**src/rtl/pixel_serializer.sv**
```systemverilog
// Upstream feeder for the single-bit NeoPixel writer: serializes 24-bit GRB pixels MSB first,
// paced by the writer's busy flag, then idles the line for a latch interval after each frame.
module pixel_serializer #(
  parameter int clk_in_rate_hz = 12_000_000,
  parameter int PIXEL_COUNT    = 8,
  parameter int LATCH_CYCLES   = 720
) (
  input  logic        clk,
  input  logic        reset,
  input  logic [23:0] pixel_data,
  input  logic        pixel_valid,
  output logic        pixel_ready,
  output logic        bit_value,
  output logic        bit_valid,
  input  logic        bit_busy,
  output logic        frame_done
);
  localparam int              LW         = $clog2(LATCH_CYCLES + 1);
  localparam logic [7:0]      LAST_PIX   = 8'(PIXEL_COUNT - 1);
  localparam logic [LW-1:0]   LATCH_LOAD = LW'(LATCH_CYCLES);
  localparam logic [LW-1:0]   LATCH_ONE  = LW'(1);

  if (clk_in_rate_hz < 1 || PIXEL_COUNT < 1 || PIXEL_COUNT > 255 || LATCH_CYCLES < 1) begin : g_param_check
    $error("pixel_serializer: parameter out of range");
  end

  typedef enum logic [2:0] {
    S_IDLE      = 3'd0,
    S_SEND      = 3'd1,
    S_WAIT_BUSY = 3'd2,
    S_WAIT_DONE = 3'd3,
    S_LATCH     = 3'd4
  } state_e;

  state_e        state_q, state_d;
  logic [23:0]   shift_q, shift_d;
  logic [4:0]    bit_cnt_q, bit_cnt_d;
  logic [7:0]    pix_idx_q, pix_idx_d;
  logic [LW-1:0] latch_q, latch_d;
  logic          pixel_ready_q, pixel_ready_d;
  logic          bit_valid_q, bit_valid_d;
  logic          bit_value_q, bit_value_d;
  logic          frame_done_q, frame_done_d;

  // Next-state logic; outputs are decoded from the next state so they can be registered.
  always_comb begin
    state_d     = state_q;
    shift_d     = shift_q;
    bit_cnt_d   = bit_cnt_q;
    pix_idx_d   = pix_idx_q;
    latch_d     = latch_q;
    case (state_q)
      S_IDLE: begin
        if (pixel_valid && pixel_ready_q) begin
          shift_d   = pixel_data;
          bit_cnt_d = 5'd0;
          state_d   = S_SEND;
        end else begin
          state_d   = S_IDLE;
        end
      end
      S_SEND: state_d = S_WAIT_BUSY;
      S_WAIT_BUSY: begin
        if (bit_busy) begin
          state_d = S_WAIT_DONE;
        end else begin
          state_d = S_WAIT_BUSY;
        end
      end
      S_WAIT_DONE: begin
        if (!bit_busy) begin
          if (bit_cnt_q < 5'd23) begin
            shift_d   = {shift_q[22:0], 1'b0};
            bit_cnt_d = bit_cnt_q + 5'd1;
            state_d   = S_SEND;
          end else if (pix_idx_q < LAST_PIX) begin
            pix_idx_d = pix_idx_q + 8'd1;
            state_d   = S_IDLE;
          end else begin
            pix_idx_d = 8'd0;
            latch_d   = LATCH_LOAD;
            state_d   = S_LATCH;
          end
        end else begin
          state_d = S_WAIT_DONE;
        end
      end
      S_LATCH: begin
        latch_d = latch_q - LATCH_ONE;
        // latch_q counts the latch clocks still to run, including the current one
        if (latch_q <= LATCH_ONE) begin
          state_d = S_IDLE;
        end else begin
          state_d = S_LATCH;
        end
      end
      default: state_d = S_IDLE;
    endcase

    pixel_ready_d = (state_d == S_IDLE);
    bit_valid_d   = (state_d == S_SEND);
    bit_value_d   = (state_d == S_SEND) ? shift_d[23] : bit_value_q;
    frame_done_d  = (state_d == S_LATCH) && (latch_d == LATCH_ONE);
  end

  // State, datapath and output registers.
  always_ff @(posedge clk) begin
    if (reset) begin
      state_q       <= S_IDLE;
      shift_q       <= 24'd0;
      bit_cnt_q     <= 5'd0;
      pix_idx_q     <= 8'd0;
      latch_q       <= '0;
      pixel_ready_q <= 1'b0;
      bit_valid_q   <= 1'b0;
      bit_value_q   <= 1'b0;
      frame_done_q  <= 1'b0;
    end else begin
      state_q       <= state_d;
      shift_q       <= shift_d;
      bit_cnt_q     <= bit_cnt_d;
      pix_idx_q     <= pix_idx_d;
      latch_q       <= latch_d;
      pixel_ready_q <= pixel_ready_d;
      bit_valid_q   <= bit_valid_d;
      bit_value_q   <= bit_value_d;
      frame_done_q  <= frame_done_d;
    end
  end

  assign pixel_ready = pixel_ready_q;
  assign bit_valid   = bit_valid_q;
  assign bit_value   = bit_value_q;
  assign frame_done  = frame_done_q;

endmodule

```
**config.mk**
```make
export PLATFORM = sky130hd
export DESIGN_NAME = pixel_serializer
export DESIGN_NICKNAME = d
export VERILOG_FILES = /design/src/rtl/pixel_serializer.sv
export SDC_FILE = /design/constraint.sdc
export NUM_CORES = 1
export LEC_CHECK = 0
export BUFFER_PORTS_ARGS = -buffer_cell sky130_fd_sc_hd__buf_2
export CELL_PAD_IN_SITES_DETAIL_PLACEMENT = 1
export CELL_PAD_IN_SITES_GLOBAL_PLACEMENT = 1
export CORE_MARGIN = 3
export CORE_UTILIZATION = 48
export CTS_BUF_LIST = sky130_fd_sc_hd__clkbuf_8
export DETAILED_ROUTE_END_ITERATION = 10
export PLACE_DENSITY_LB_ADDON = 0.1
export SKIP_CTS_REPAIR_TIMING = 1
export SYNTH_ARGS = -nofsm -noshare
export SYNTH_HDL_FRONTEND = slang
export SYNTH_SLANG_ARGS = --single-unit
```
**constraint.sdc**
```tcl
create_clock -name clk -period 5 [get_ports clk]
set_input_delay 0.25 -clock clk [delete_from_list [all_inputs] [get_ports clk]]
set_output_delay 0.25 -clock clk [all_outputs]
set_load 0.005 [all_outputs]
```
==> results of run 1 <==
-- worst min-delay path, cell delays in order --
cell      delay [ps]
buf_2             80
a222oi_1          50
nor2_1            90
-- kinds of logic (layout without fill, tap and decap cells) --
| family | Yosys count | in the layout | synth area share |
|---|---|---|---|
| AOI/OAI and AO/OA | 58 | 58 | 0.196 |
| muxes | 1 | 1 | 0.00431 |
| DFF | 54 | 54 | 0.466 |
| adders and majority gates | 4 | 4 | 0.0216 |
| xor gates and xnor gates | 8 | 8 | 0.0302 |
| buffers and inverters | 20 | 43 | 0.0399 |
| and+or+nand+nor | 110 | 110 | 0.243 |
-- registers in the layout (all words and copies together) (netlist names) --
signal / cells
state_q: 3
bit_value: 1
bit_cnt_q: 5
latch_q: 10
pix_idx_q: 8
pixel_ready: 1
bit_valid: 1
shift_q: 24
frame_done: 1
-- layer usage --
metal  vias to the layer above  share of wire
li1                        994              -
met1                       965           0.49
met2                        33           0.47
met3                         9          0.027
met4                         0          0.012
met5                         -              0
-- stage by stage --
stage	hold WS, ps	cells	utilization	setup WS [ps]
final	201	330	0.568	2190
after global routing	215	330	0.568	1890
after CTS	197	330	0.568	2170
after detailed placement	469	322	0.548	2230
after global placement	458	322	0.548	2290
after floorplan	396	255	-	3220
-- layout by cell type (no fill, tap or decap), drive strengths merged, types with 6 or more instances in the layout --
cell type / count
nand3: 6
clkbuf: 6
a222oi: 22
nand2: 13
a21oi: 12
dfxtp: 54
nor2: 50
nor3: 11
buf: 31
-- final cells by class --
cell class | count | area (um^2)
fillers | 549 | 1940
multi-input cells | 181 | 1150
flip-flops and latches | 54 | 1080
repair buffers | 31 | 155
clock buffers | 6 | 82.6
well taps | 52 | 65.1
inverters | 4 | 15.0
clock inverters | 2 | 8.76
-- worst paths after layout --
path	startpoint	endpoint	slack (ps)	cells after the start
setup / recovery	state_q[0]	shift_q[15]	2190	5
hold / removal	pixel_data[15]	shift_q[15]	200	3
setup reg to reg	state_q[0]	shift_q[15]	2190	5
hold reg to reg	pix_idx_q[1]	pix_idx_q[1]	480	2
-- power breakdown --
group          total (uW)  switching (uW)  internal, uW
combinational        76.3            41.8          34.5
clock                 247             137           110
sequential            458            10.7           447
total                 781             189           591
==> results.md, run 1 <==
* Critical Path RT at 5160 ps
* Cts bufs inserted at 5
* Die Span X at 75.6 um
* Final instance area at 2560 um^2
* Cell row count at 24
* Placed inst area at 2470 um^2
* Clock Path Buffers at 2
* Synth-to-Final Area Change at 10.2%
* Die area at 5710 um^2
* Initial Util at 0.516
* Worst EP arrival at 2970 ps
* Slowest cell on the critical path: and4b_1
* Remaining antenna violation count after routing at 0
* Most used cell, CP: nor2_1
* Setup Viol. Count Final at 0
* Yosys top cell area share at 0.466
* Crit-path leading delay family: simple AND/OR/NAND/NOR gates
* Pwr/cell area at 305 nW/um^2
* Worst-path cell chain: nor2_1 > and4b_1 > o21ai_2 > a222oi_1 > nor2_1
* Pre-Repair DR Iteration Count at 5
* Async set-or-reset flop fraction in the synthesized netlist at 0
* RePlAce Congestion at 0.829
* RSZ-0062 raised after global routing: false
* Share of cells above drive strength 1 at 0.173
* Largest net degree at the start of global routing at 47
* Worst Setup End Kind: register
* Clock Skews at 3.95 ps
* Mapped cell area at 2320 um^2
* Fin. Hold Viols at 0
* TNS Setup at 0 ps
* M3 GR Usage at 0.0356
* Initial antenna violation count at 0
* Mapped Cells at 255
* Met1 GRT Util at 0.277
* WL final at 5.35 mm
* Starting DRT DRC Count at 182
* Crit path buffers/inverters at 0
* Max IR drop VDD at 0.000229 V
* Clk pin slew, worst setup/hold paths at ~90 ps
* Synth Register Bits at 54
* Core area at 4500 um^2
* Ant diodes at 0
* Ranking of synthesized cells by area: dfxtp_1 (47%), a222oi_1 (9.5%), nor2_1 (8.1%), a21oi_1 (2.4%), nor3_1 (2.4%)
* CP startpoint kind: register
* DR vias at 2001
* Status: finished, final reports clean
* Max-cap violation count at 0
* Most frequent cell after synthesis: dfxtp_1
* CP peak stage delay at 990 ps
* HPWL after detailed placement at 3.77 mm
* Synthesized area per cell at 9.11 um^2
* Slew at the pin closest to its max-slew limit at approximately 1100 ps
* Period utilization at 0.563
* Port buffer count at 31
* Num ports at 32
* Vias/cell at 6.06
* YS warnings at 0
* Post-synth EDFFs at 0
* Ys flop type: dfxtp_1
* Hold crit path type: in -> reg
* First-pass GRT wire length at 9.03 mm
* Vias in the first global route at between 2000 and 2500
* Crit-path max FO at 32
* Die height at 75.6 um
* Synth cell count leaders: dfxtp_1 (54), nor2_1 (50), a222oi_1 (22)
* Post-synthesis sequential area ratio at 0.466
* Met2 Use GR at 0.326
* Final Max Tran Viols at 0
* Residual DRC at 0
* Gr busiest metal: met2
* Avg WL per Cell at 16.2 um
* Total power at 781 uW
* Cell taking the most area after synthesis: dfxtp_1
* TritonCTS clock tree: yes
* Tot GR Track Use at 0.203
* Fin nets at 309
* H-tree lvl count at 2
* Clock Latency Late Sink at about 300 ps
* Leakage at 0.00102 uW
* Achievable frequency at 356 MHz
* Netlist cell types at 48
* Tmin final at 2810 ps
* Clock root buffer: clkbuf_8
* Worst slew margin at 0.260
* Crit Path Class: reg -> reg
* CTS Sinks at 54
* Post-synthesis net count at about 290
* Total grt overflow at 0
Note: power is estimated with default switching activity, not from simulation.
==> inputs of run 2 (changes only) <==
- ABC_AREA: unset -> 1
- CORE_UTILIZATION: 48 -> 43
- clock period: 5 -> 2.81 ns (I/O delays scaled with it)
==> results.md, run 2 <==
* Status: finished, final reports clean
* Slew at the pin closest to its max-slew limit at 671 ps
* Worst slew margin at 0.552
* Fin nets at 418
* Core area at 5640 um^2
* Tmin final at 1860 ps
* DP Cell Count at between 400 and 500
* Port buffer count at 31
* Most common cell after layout, fill and taps aside: nand2_1
* Max IR drop VDD at 0.000250 V
* Achievable frequency at 536 MHz
* Clock root buffer: clkbuf_8
* Ant diodes at 0
* Final Max Tran Viols at 0
* Tot GR Track Use at 0.187
* RePlAce Congestion at 0.774
* Worst hold stages at 3
* Ys flop type: dfxtp_1
* Worst EP arrival at between 2000 and 2500 ps
* Cell row count at 27
* Largest net degree at the start of global routing at 43
* Fin. Hold Viols at 0
* Clock Latency Late Sink at a little over 300 ps
* YS warnings at 0
* CP startpoint kind: register
* CTS Sinks at 54
* Synthesized area per cell at 7.07 um^2
* Clock Path Buffers at 2
* Synth Register Bits at 54
* Vias in the first global route at 2510
* Avg WL per Cell at 13.5 um
* Worst Setup End Kind: register
* Residual DRC at 0
* Cell taking the most area after synthesis: dfxtp_1
* TritonCTS clock tree: yes
* Initial Util at 0.454
* Remaining antenna violation count after routing at 0
* Netlist cell types at 29
* Num ports at 32
* Setup Viol. Count Final at 0
* Critical Path RT at 3030 ps
* Max reg flops at 24
* Leakage at 0.00122 uW
* Yosys top cell area share at 0.422
* Period utilization at 0.664
* Clk pin slew, worst setup/hold paths at 100 ps
* Ranking of synthesized cells by area: dfxtp_1 (42%), nand2_1 (16%), nand4_1 (5.9%), nor2_1 (5.6%), a31oi_1 (5.4%)
* Crit-path max FO at 30
* Hold crit path type: in -> reg
* Clock Skews at 7.81 ps
* RSZ-0062 raised after global routing: false
* DR vias at approximately 2400
* Mapped Cells at about 360
* Most frequent cell after synthesis: nand2_1
* Synth cell count leaders: nand2_1 (108), dfxtp_1 (54), nor2_1 (38)
* Filler cell count in the final layout at 763
* Share of cells above drive strength 1 at 0.145
* Total grt overflow at 0
* Largest Register: shift_q
* Post-synthesis sequential area ratio at 0.422
* First-pass GRT wire length at between 10 and 15 mm
* Post-synthesis net count at around 390
* Die Span X at between 80 and 90 um
* Pre-CTS worst setup slack at 944 ps
* Starting DRT DRC Count at 65
* WL final at just over 6 mm
* Slowest cell on the critical path: nand2_2
* Async set-or-reset flop fraction in the synthesized netlist at 0
* Worst r2r path cells at 11
* Most frequent cells in the layout: nand2_1 (108), dfxtp_1 (54), nor2_1 (38), buf_2 (31), inv_1 (29)
* Cts bufs inserted at 5
* Worst-path cell chain: inv_1 > nand3_2 > inv_2 > nand2_1 > nand3_2 > nand2_2 > inv_2 > nor2_1 > nor2_1 > nand2_1 > inv_1
* Regs by FF count: shift_q (24), latch_q (10), pix_idx_q (8)
* Die area at 6910 um^2
* Crit Path Class: reg -> reg
* HPWL after detailed placement at 4.50 mm
* Final WS setup at between 900 and 1000 ps
* Final core occ at 0.503
* TNS Setup at 0 ps
* H-tree lvl count at 2
* Pwr/cell area at 513 nW/um^2
* Vias/cell at between 5 and 6
* Die height at 83.1 um
* CP peak stage delay at 460 ps
* Pre-Repair DR Iteration Count at 4
* Mapped cell area at 2560 um^2
* Post-synth EDFFs at 0
* Max-cap violation count at 0
* Synth-to-Final Area Change at 10.8%
* Post-route insts no fill at 459
* Initial antenna violation count at 0
run 2: critical path, delay by kind of cell, from the launching register on:
| kind | cells | cell delay [ps] |
|---|---|---|
| buffers and inverters | 4 | 350 |
| flip-flops | 1 | 410 |
| AND/OR/NAND/NOR | 7 | 1020 |
run 2: layout make-up:
cell class | instances | area, um^2 | area share
timing repair buffer | 35 | 185 | 0.0653
inverter | 32 | 123 | 0.0432
tap | 72 | 90.1 | 0.0318
clock buffer | 6 | 82.6 | 0.0291
sequential | 54 | 1080 | 0.381
clock inverter | 2 | 12.5 | 0.00441
multi-input combinational | 258 | 1260 | 0.445
run 2: routing by layer:
| layer | up-vias | GRT usage | routed length, um | share of wire |
|---|---|---|---|---|
| met2 | 32 | 0.334 | 3080 | 0.50 |
| met1 | 1164 | 0.229 | 2850 | 0.46 |
| met3 | 9 | 0.0337 | 175 | 0.028 |
| met4 | 0 | 0.0535 | 89 | 0.014 |
| li1 | 1240 | - | - | - |
| met5 | - | 0 | 0 | 0 |
run 2: logic make-up (layout without fill, tap and decap cells):
logic type | Yosys count | in the layout | share of synthesized area
AND/OR/NAND/NOR | 208 | 208 | 0.364
flip-flops | 54 | 54 | 0.422
buffers and inverters | 50 | 75 | 0.0846
AO/OA/AOI/OAI | 45 | 45 | 0.106
adder cells (fa/ha/maj) | 4 | 4 | 0.0196
XOR/XNOR | 1 | 1 | 0.00342
run 2: where the power goes:
part           internal [uW]  switching (uW)
clock network            201             266
logic                   59.2             109
registers                800            20.2
run 2: worst paths after layout:
check	startpoint	endpoint	slack [ps]
max	state_q[2]	bit_value	950
max reg2reg	state_q[2]	bit_value	950
min	pixel_data[9]	shift_q[9]	80
min reg2reg	pix_idx_q[7]	pix_idx_q[7]	450
run 2: through the flow:
step	area [um^2]	power (uW)	hold WS (ps)
floorplan	2560	958	289
global placement	2740	1010	397
detailed placement	2740	1010	421
CTS	2840	1480	78.1
global route	2840	1530	96.6
finish	2840	1460	83.8
==> inputs of run 3 (changes only) <==
- CORE_UTILIZATION: 43 -> 39
- clock period: 2.81 -> 1.6 ns (I/O delays scaled with it)
==> results.md, run 3 (same netlist as run 2, synthesis figures left out) <==
* Num ports at 32
* R2R setup slack at 90 ps
* Most common cell after layout, fill and taps aside: nand2_1
* Crit path from: state_q[2]
* Cell row count at 28
* Status: finished, final reports clean
* Clock Skews at 9.08 ps
* Hold Worst Slack at approximately 9.4 ps
* Post-route insts no fill at 475
* Reg2reg end: bit_cnt_q[3]
* Fin nets at 432
* Synth-to-Final Area Change at 22.4%
* Ant diodes at 0
* Critical Path RT at 1830 ps
* Core area at 6130 um^2
* Die Span X at ~87 um
* Tot GR Track Use at 0.192
* Crit-path max FO at 11
* CP startpoint kind: register
* Regs by FF count: shift_q (24), latch_q (10), pix_idx_q (8)
* Max reg flops at 24
* Worst EP arrival at 1740 ps
* Hold crit path type: in -> reg
* Share of cells above drive strength 1 at 0.250
* Remaining antenna violation count after routing at 0
* CTS Sinks at 54
* DP Cell Count at 460
* Total power at 2630 uW
* Hold path start: pixel_data[0]
* TritonCTS clock tree: yes
* Pre-Repair DR Iteration Count at 4
* Setup Viol. Count Final at 0
* TNS Setup at 0 ps
* Initial antenna violation count at 0
* Vias/cell at between 5 and 6
* Period utilization at 0.942
* Worst Setup End Kind: register
* Starting DRT DRC Count at 94
* Pwr/cell area at 838 nW/um^2
* Initial Util at 0.417
* Critical R2R Launch: state_q[2]
* Largest net degree at the start of global routing at 25
* Cts bufs inserted at 5
* Die area at 7570 um^2
* DR vias at approximately 2500
* H-tree lvl count at 2
* Final instance area at 3130 um^2
* Clock root buffer: clkbuf_8
* Worst hold stages at 3
* Worst hold path endpoint: shift_q[0]
* Clock Latency Late Sink at around 310 ps
* Tmin final at 1510 ps
* First-pass GRT wire length at ~12 mm
* RSZ-0062 raised after global routing: true
* Avg WL per Cell at roughly 15 um
* Placed inst area at 2810 um^2
* Largest Register: shift_q
* Leakage at 0.00131 uW
* RePlAce Congestion at 0.866
* Fin. Hold Viols at 0
* Max-cap violation count at 0
* Final Max Tran Viols at 0
* Residual DRC at 0
* Worst r2r path cells at 9
* HPWL after detailed placement at 4.77 mm
* WL final at 7.02 mm
* Filler cell count in the final layout at 797
* Slew at the pin closest to its max-slew limit at ~260 ps
* Max IR drop VDD at 0.000605 V
* Vias in the first global route at 2538
* Crit Path Class: reg -> reg
* Most frequent cells in the layout: nand2_1 (102), dfxtp_1 (46), nor2_1 (33), buf_2 (31), inv_1 (26)
* Port buffer count at 31
* Total grt overflow at 0
* Clock Path Buffers at 2
* Achievable frequency at 663 MHz
* Worst slew margin at 0.825
* Clk pin slew, worst setup/hold paths at 100 ps
* Die height at 87 um
==> run 3: cell type report <==
type	instances	area, um^2	share of cell area
Multi-Input combinational cell	259	1410	0.449
Tap cell	75	93.8	0.0300
Sequential cell	54	1100	0.350
Clock inverter	2	15.0	0.00479
Clock buffer	5	68.8	0.0220
Timing Repair Buffer	48	325	0.104
Inverter	32	128	0.0408
==> run 3: stage by stage <==
step / utilization / worst slack (ps)
3_3_place_gp: 0.459 / 20.0
3_5_place_dp: 0.459 / -28.0
6_report: 0.511 / 92.8
4_1_cts: 0.473 / -65.7
5_1_grt: 0.511 / -18.8
2_1_floorplan: - / 192
==> run 3: critical path, cell delays in order (launching register included) <==
cell	delay, ps
dfxtp_2	360
inv_1	90
nand3_2	120
inv_6	150
nand2_2	90
nand3_4	100
nand2_8	100
buf_4	150
o21ai_1	100
nor3b_1	170
==> run 3: where the power goes <==
group          internal, uW  switching, uW
logic                   177            239
registers              1410           41.9
clock network           300            462
==> run 3: worst max path at each step <==
stage	endpoint	slack, ps	depth (start not counted)
finish	bit_cnt_q[3]	90	9
global route	bit_cnt_q[3]	-20	9
CTS	frame_done	-70	10
detailed placement	frame_done	-30	10
global placement	frame_done	20	10
floorplan	frame_done	190	12
==> run 3: routing by layer <==
layer  vias to the layer above  routed length (um)  GRT usage
met2                        42                3320      0.326
met5                         -                   0          0
met1                      1202                3440      0.254
met3                         4                 211     0.0293
li1                       1272                   -          -
met4                         0                  52     0.0496
